## src/rtl/id_ctrl_pkg.sv

```systemverilog
// Shared types and constants for the ID-stage issue controller.
package id_ctrl_pkg;

  // Width of an architectural register index (x0..x31).
  localparam int REG_IDX_W = 5;

  // Issue FSM states.
  typedef enum logic [1:0] {
    IDLE      = 2'd0,
    M_BUSY    = 2'd1,
    CSR_DRAIN = 2'd2
  } issue_state_e;

endpackage

```

## src/rtl/reg_scoreboard.sv

```systemverilog
// Pending-write scoreboard: one saturating-free counter per architectural
// register, plus a total in-flight counter.
// x0 is never tracked; its counter is tied to zero.
module reg_scoreboard
  import id_ctrl_pkg::*;
#(
  parameter int NREGS  = 32,
  parameter int CNT_W  = 2,
  parameter int INFL_W = 3
) (
  input  logic                 i_clk,
  input  logic                 i_rstn,
  input  logic                 i_clr,
  input  logic                 i_inc_en,
  input  logic [REG_IDX_W-1:0] i_inc_rd,
  input  logic                 i_dec_en,
  input  logic [REG_IDX_W-1:0] i_dec_rd,
  input  logic [REG_IDX_W-1:0] i_rs1,
  input  logic [REG_IDX_W-1:0] i_rs2,
  input  logic [REG_IDX_W-1:0] i_rd,
  output logic                 o_rs1_busy,
  output logic                 o_rs2_busy,
  output logic                 o_rd_sat,
  output logic                 o_full,
  output logic                 o_empty
);

  localparam logic [CNT_W-1:0]  CNT_MAX  = '1;
  localparam logic [INFL_W-1:0] INFL_MAX = '1;

  logic [NREGS-1:0][CNT_W-1:0] w_cnt;
  logic [NREGS-1:0]            w_inc_hit;
  logic [NREGS-1:0]            w_dec_hit;
  logic [INFL_W-1:0]           r_total;
  logic                        w_tot_inc;
  logic                        w_tot_dec;

  genvar gi;
  generate
    for (gi = 0; gi < NREGS; gi++) begin : g_reg
      if (gi == 0) begin : g_zero
        assign w_inc_hit[gi] = 1'b0;
        assign w_dec_hit[gi] = 1'b0;
        assign w_cnt[gi]     = '0;
      end else begin : g_trk
        logic [CNT_W-1:0] r_cnt;

        assign w_inc_hit[gi] = i_inc_en && (i_inc_rd == REG_IDX_W'(gi));
        // A writeback to an idle register is ignored so the counter cannot wrap.
        assign w_dec_hit[gi] = i_dec_en && (i_dec_rd == REG_IDX_W'(gi)) && (r_cnt != '0);
        assign w_cnt[gi]     = r_cnt;

        // Per-register pending count; simultaneous issue and retire cancel out.
        always_ff @(posedge i_clk or negedge i_rstn) begin
          if (!i_rstn) begin
            r_cnt <= '0;
          end else if (i_clr) begin
            r_cnt <= '0;
          end else if (w_inc_hit[gi] && !w_dec_hit[gi]) begin
            r_cnt <= r_cnt + 1'b1;
          end else if (w_dec_hit[gi] && !w_inc_hit[gi]) begin
            r_cnt <= r_cnt - 1'b1;
          end
        end
      end
    end
  endgenerate

  assign w_tot_inc = |w_inc_hit;
  assign w_tot_dec = |w_dec_hit;

  // Total writes in flight across all registers.
  always_ff @(posedge i_clk or negedge i_rstn) begin
    if (!i_rstn) begin
      r_total <= '0;
    end else if (i_clr) begin
      r_total <= '0;
    end else if (w_tot_inc && !w_tot_dec) begin
      r_total <= r_total + 1'b1;
    end else if (w_tot_dec && !w_tot_inc) begin
      r_total <= r_total - 1'b1;
    end
  end

  // Lookups for the instruction currently in ID.
  always_comb begin
    o_rs1_busy = (w_cnt[i_rs1] != '0);
    o_rs2_busy = (w_cnt[i_rs2] != '0);
    o_rd_sat   = (w_cnt[i_rd] == CNT_MAX);
    o_full     = (r_total == INFL_MAX);
    o_empty    = (r_total == '0);
  end

  // Retiring a register with nothing pending means writeback and issue disagree.
  a_no_underflow : assert property (
    @(posedge i_clk) disable iff (!i_rstn)
    (i_dec_en && (i_dec_rd != '0) && !i_clr) |-> (w_cnt[i_dec_rd] != '0)
  );

endmodule

```

## src/rtl/id_issue_ctrl.sv

```systemverilog
// Issue/stall controller for the decode stage: RAW/WAW-saturation hazard
// detection against the scoreboard, plus serialisation of CSR and M ops.
module id_issue_ctrl
  import id_ctrl_pkg::*;
#(
  parameter int NREGS  = 32,
  parameter int CNT_W  = 2,
  parameter int INFL_W = 3
) (
  input  logic                 i_clk,
  input  logic                 i_rstn,
  input  logic                 i_id_valid,
  input  logic [REG_IDX_W-1:0] i_rs1,
  input  logic [REG_IDX_W-1:0] i_rs2,
  input  logic                 i_rs1_used,
  input  logic                 i_rs2_used,
  input  logic [REG_IDX_W-1:0] i_rd,
  input  logic                 i_regwrite,
  input  logic                 i_csr_en,
  input  logic                 i_m_en,
  input  logic                 i_wb_valid,
  input  logic [REG_IDX_W-1:0] i_wb_rd,
  input  logic                 i_m_done,
  input  logic                 i_flush,
  output logic                 o_stall,
  output logic                 o_issue,
  output logic                 o_m_start,
  output logic                 o_busy
);

  issue_state_e r_state;
  issue_state_e w_state_next;

  logic w_rs1_busy;
  logic w_rs2_busy;
  logic w_rd_sat;
  logic w_sb_full;
  logic w_sb_empty;
  logic w_raw;
  logic w_waw_sat;
  logic w_issue_ok;

  reg_scoreboard #(
    .NREGS  (NREGS),
    .CNT_W  (CNT_W),
    .INFL_W (INFL_W)
  ) u_sb (
    .i_clk      (i_clk),
    .i_rstn     (i_rstn),
    .i_clr      (i_flush),
    .i_inc_en   (o_issue && i_regwrite),
    .i_inc_rd   (i_rd),
    .i_dec_en   (i_wb_valid),
    .i_dec_rd   (i_wb_rd),
    .i_rs1      (i_rs1),
    .i_rs2      (i_rs2),
    .i_rd       (i_rd),
    .o_rs1_busy (w_rs1_busy),
    .o_rs2_busy (w_rs2_busy),
    .o_rd_sat   (w_rd_sat),
    .o_full     (w_sb_full),
    .o_empty    (w_sb_empty)
  );

  // Hazard evaluation for the instruction in ID; x0 never creates a dependency.
  always_comb begin
    w_raw      = (i_rs1_used && (i_rs1 != '0) && w_rs1_busy) ||
                 (i_rs2_used && (i_rs2 != '0) && w_rs2_busy);
    w_waw_sat  = i_regwrite && (i_rd != '0) && w_rd_sat;
    w_issue_ok = i_id_valid && !w_raw && !w_waw_sat && !w_sb_full && !i_flush &&
                 (!i_csr_en || w_sb_empty);
  end

  // FSM state register.
  always_ff @(posedge i_clk or negedge i_rstn) begin
    if (!i_rstn) begin
      r_state <= IDLE;
    end else begin
      r_state <= w_state_next;
    end
  end

  // FSM next-state: flush always returns to IDLE; a CSR takes priority over M.
  always_comb begin
    w_state_next = r_state;
    if (i_flush) begin
      w_state_next = IDLE;
    end else begin
      case (r_state)
        IDLE: begin
          if (o_issue && i_csr_en) begin
            w_state_next = CSR_DRAIN;
          end else if (o_issue && i_m_en) begin
            w_state_next = M_BUSY;
          end
        end
        M_BUSY: begin
          if (i_m_done) begin
            w_state_next = IDLE;
          end
        end
        CSR_DRAIN: begin
          if (w_sb_empty) begin
            w_state_next = IDLE;
          end
        end
        default: w_state_next = IDLE;
      endcase
    end
  end

  // FSM outputs: combinational issue; reset forces all outputs low at once.
  always_comb begin
    o_issue   = i_rstn && (r_state == IDLE) && w_issue_ok;
    o_m_start = o_issue && i_m_en && !i_csr_en;
    o_stall   = i_rstn && i_id_valid && !o_issue;
    o_busy    = !w_sb_empty || (r_state != IDLE);
  end

endmodule

```

## config.mk

```make
export PLATFORM = sky130hd
export DESIGN_NAME = id_issue_ctrl
export DESIGN_NICKNAME = d
export VERILOG_FILES = /design/src/rtl/id_ctrl_pkg.sv /design/src/rtl/reg_scoreboard.sv /design/src/rtl/id_issue_ctrl.sv
export SDC_FILE = /design/constraint.sdc
export NUM_CORES = 1
export LEC_CHECK = 0
export ABC_AREA = 1
export BUFFER_PORTS_ARGS = -buffer_cell sky130_fd_sc_hd__buf_2
export CORE_MARGIN = 2
export CORE_UTILIZATION = 50
export DETAILED_ROUTE_END_ITERATION = 12
export PLACE_DENSITY = 0.67
export SYNTH_ARGS = -nofsm -noshare
export SYNTH_HDL_FRONTEND = slang
export SYNTH_SLANG_ARGS = --single-unit
```

## constraint.sdc

```tcl
create_clock -name i_clk -period 4.2 [get_ports i_clk]
set_input_delay 1.26 -clock i_clk [delete_from_list [all_inputs] [get_ports i_clk]]
set_output_delay 1.26 -clock i_clk [all_outputs]
set_load 0.005 [all_outputs]
```

==> impl_metrics.toml <==
[job]
maxCapViolCount = 0

[critical_path]
crit_family = "simple AND/OR/NAND/NOR gates"
critPathRequiredTime_ns = 2.94
worstPathMaxFanout = 9
cp.arrival_ns = 2.83
cpPeakStageDelay_ns = 0.19
cp.depth = 14
cp-end-kind = "primary output"
cp_cell_sequence = "buf_2 -> inv_2 -> nand2_1 -> nor2_1 -> nor2_1 -> nand3_1 -> nand3_1 -> nand3_1 -> nand3_1 -> nand2_2 -> nor2_4 -> buf_6 -> nor2_1 -> buf_2"
start_kind = "input port"
slowest_stage = "nand2_2"
r2r_cells = 26
path_class = "in -> out"
cp.buffers_inverters = 4
critPathMostFrequentCell = "nand3_1"

[synthesis]
yosys.cell_types.count = 40
synth_area_leaders = "dfrtp_1 26%, nand2_1 16%, nor2_1 10%"
syn_area_per_cell_sq_um = 5.83
synth_area_sq_um = 6370
syn-num-nets = 1124
yosys.area.top_type = "dfrtp_1"
synth_warnings = 0
ys_seq_area_frac = 0.263
synth_top_area_frac = 0.263
synth-seq-cells = 67
synthCells = 1092

[global_route]
grt_max_degree = 68
track_usage = 0.329
antenna_found_initial = 0
grt_pass1_wl_um = 34200
grt_pass1_vias = 6594
grt-ovfl-total = 0

[floorplan]
floorplan.die.height_um = 117
rows = 41
die_x_um = 117
core_sq_um = 12500
start_util = 0.509
ioPinCount = 35
dieArea_sq_um = 13700

[route]
wire_per_inst_um = 16.4
first_pass_iters = 5
drc_errors = 0
drtIter0Drc = 864
viasPerCell = 5.48
vias = 7377
antenna_left = 0
wl_um = 22100

[timing]
tightest_slew_ns = 0.902
slew_violations = 0
finalCritPeriodShare = 0.974
setup_viol = 0
slew-limit-headroom = 0.399
fin_crit_ns = 4.09
max_freq_mhz = 244
clock-skew-final_ns = 0.00548
fin_setup_tns_ns = 0
final-hold-violation-count = 0
hold_slack_ns = 0.585

[final_layout]
fin_area_sq_um = 7500
syn_to_final_growth_pct = 17.8
final_nets = 1201
diodes = 0
layout.cells.non_filler = 1346
drive_gt1_frac = 0.140

[cts]
cts_hold_buf = 0
clock_latency_ns = 0.35
cts.clk_slew.worst_paths_ns = 0.05
clkSinkCount = 67
cts_buffer_depth = 2
htreeDepth = 3
cts_made_buffers = 9
cts_tree = "built"
clockRootBuffer = "clkbuf_16"

[pwr]
power_density_nw_per_um2 = 344
leakage_nw = 3.86
peakVddDrop_mv = 0.240

[place]
gp_congestion = 0.988
placedCellCount = 1326
numPortBuffers = 34
dp_hpwl_um = 16700
place_area_sq_um = 7050

[worst_hold_path]
min_path_cells = 2
min_path_type = "reg -> reg"

[outcome]
status = "complete, no violations"
where the power goes:
part	internal, mW	switching [mW]	total (mW)
registers	0.766	0.169	0.934
clock network	0.472	0.303	0.776
logic	0.313	0.555	0.868
total	1.55	1.03	2.58
synthesized netlist by cell type, drive strengths merged:
cell type / n
nand2: 276
nor2: 179
inv: 161
nand3: 109
o21ai: 107
dfrtp: 67
nor3: 37
a21oi: 31
xor2: 30
or2: 20
buf: 18
clkbuf: 11
o211ai: 10
nand3b: 7
nand4: 6
nor4: 6
o22ai: 3
o41ai: 3
clkinv: 2
mux2: 2
a2111oi: 1
a31oi: 1
and2: 1
fa: 1
o311ai: 1
o31ai: 1
xnor2: 1
cell type report:
type | instances | area [sq um]
clock buffers | 11 | 243
flip-flops and latches | 67 | 1680
fillers | 1277 | 5020
multi-input cells | 833 | 3950
repair buffers | 95 | 747
well taps | 172 | 215
clock inverters | 5 | 52.6
inverters | 163 | 617
per-layer routing:
metal / wire, um / vias to the layer above / part of all wire / GRT usage
li1: - / 3645 / - / -
met1: 9570 / 3315 / 0.43 / 0.463
met2: 9630 / 356 / 0.44 / 0.501
met3: 2100 / 61 / 0.095 / 0.0639
met4: 808 / 0 / 0.037 / 0.128
met5: 0 / - / 0 / 0
worst paths after layout:
path	startpoint	end	slack (ns)
worst min register to register	u_sb.g_reg[19].g_trk.r_cnt[1]$_DFFE_PN0P_	u_sb.g_reg[19].g_trk.r_cnt[1]$_DFFE_PN0P_	0.58
max in group asynchronous	i_rstn	u_sb.g_reg[16].g_trk.r_cnt[1]$_DFFE_PN0P_	2.43
min in group asynchronous	i_rstn	u_sb.g_reg[14].g_trk.r_cnt[0]$_DFFE_PN0P_	1.16
worst min-delay path	u_sb.g_reg[19].g_trk.r_cnt[1]$_DFFE_PN0P_	u_sb.g_reg[19].g_trk.r_cnt[1]$_DFFE_PN0P_	0.58
worst max register to register	u_sb.g_reg[3].g_trk.r_cnt[0]$_DFFE_PN0P_	u_sb.r_total[2]$_DFFE_PN0P_	0.97
worst max-delay path	i_rs1[0]	o_stall	0.11
timing repair:
item                                   in CTS  in global routing
resized for setup                           0                 25
setup buffers                               0                  1
endpoints found under the hold margin       0                  0
setup endpoints to repair                   0                  4
layout by cell type, fill, tap and decap left out, types with 4 or more instances in the layout:
cell / instances
clkbuf_16: 12
inv_1: 147
nor4_1: 6
xor2_1: 30
nor3_1: 36
nand2_2: 6
nor2_1: 168
buf_12: 4
buf_2: 32
buf_4: 53
o211ai_1: 10
nor2_2: 9
nand3b_1: 7
nand2_1: 269
inv_2: 12
nand4_1: 6
dfrtp_1: 67
nand3_1: 106
a21oi_1: 30
o21ai_1: 18
or2_2: 14
o21ai_0: 89
or2_1: 4
worst register-to-register path: stages, from the launching register on:
cell     delay [ns]
dfrtp_1        0.49
nor2_1         0.11
nand2_1        0.07
nand3_1        0.11
nand2_1        0.10
inv_1          0.04
nor2_1         0.09
nand2_1        0.06
nand2_1        0.05
nand3_1        0.10
nand2_2        0.19
nor2_4         0.08
buf_4          0.14
buf_4          0.16
nand3_1        0.10
nand2_1        0.07
nor2_1         0.10
nand2_1        0.06
nor2_2         0.13
nand2_2        0.08
nand2_2        0.07
inv_1          0.06
fa_1           0.43
inv_1          0.07
nand3_1        0.07
nand3_1        0.07
nand2_1        0.05
cells by family (layout without fill, tap and decap cells):
group | count (synthesis) | in the layout | share of synthesized area
AO/OA/AOI/OAI | 158 | 158 | 0.133
XOR/XNOR | 31 | 31 | 0.0426
adder cells (fa/ha/maj) | 1 | 1 | 0.00314
buffers and inverters | 192 | 274 | 0.122
flip-flops | 67 | 67 | 0.263
multiplexers | 2 | 2 | 0.00354
AND/OR/NAND/NOR | 641 | 641 | 0.433
through the flow:
stage               utilization  setup WS (ns)  power [mW]
floorplan                     -          0.111        1.47
global placement          0.564       -0.00330        1.75
detailed placement        0.564        -0.0169        1.76
CTS                       0.587        0.00388        2.54
global route              0.599       -0.00619        2.74
finish                    0.599          0.109        2.58
flip-flops by register name, summed over array words and instances, names as in the netlist:
signal              count
u_sb.r_total            3
r_state                 2
u_sb.g.g_trk.r_cnt     62
Power figures use the tool's default switching activity.
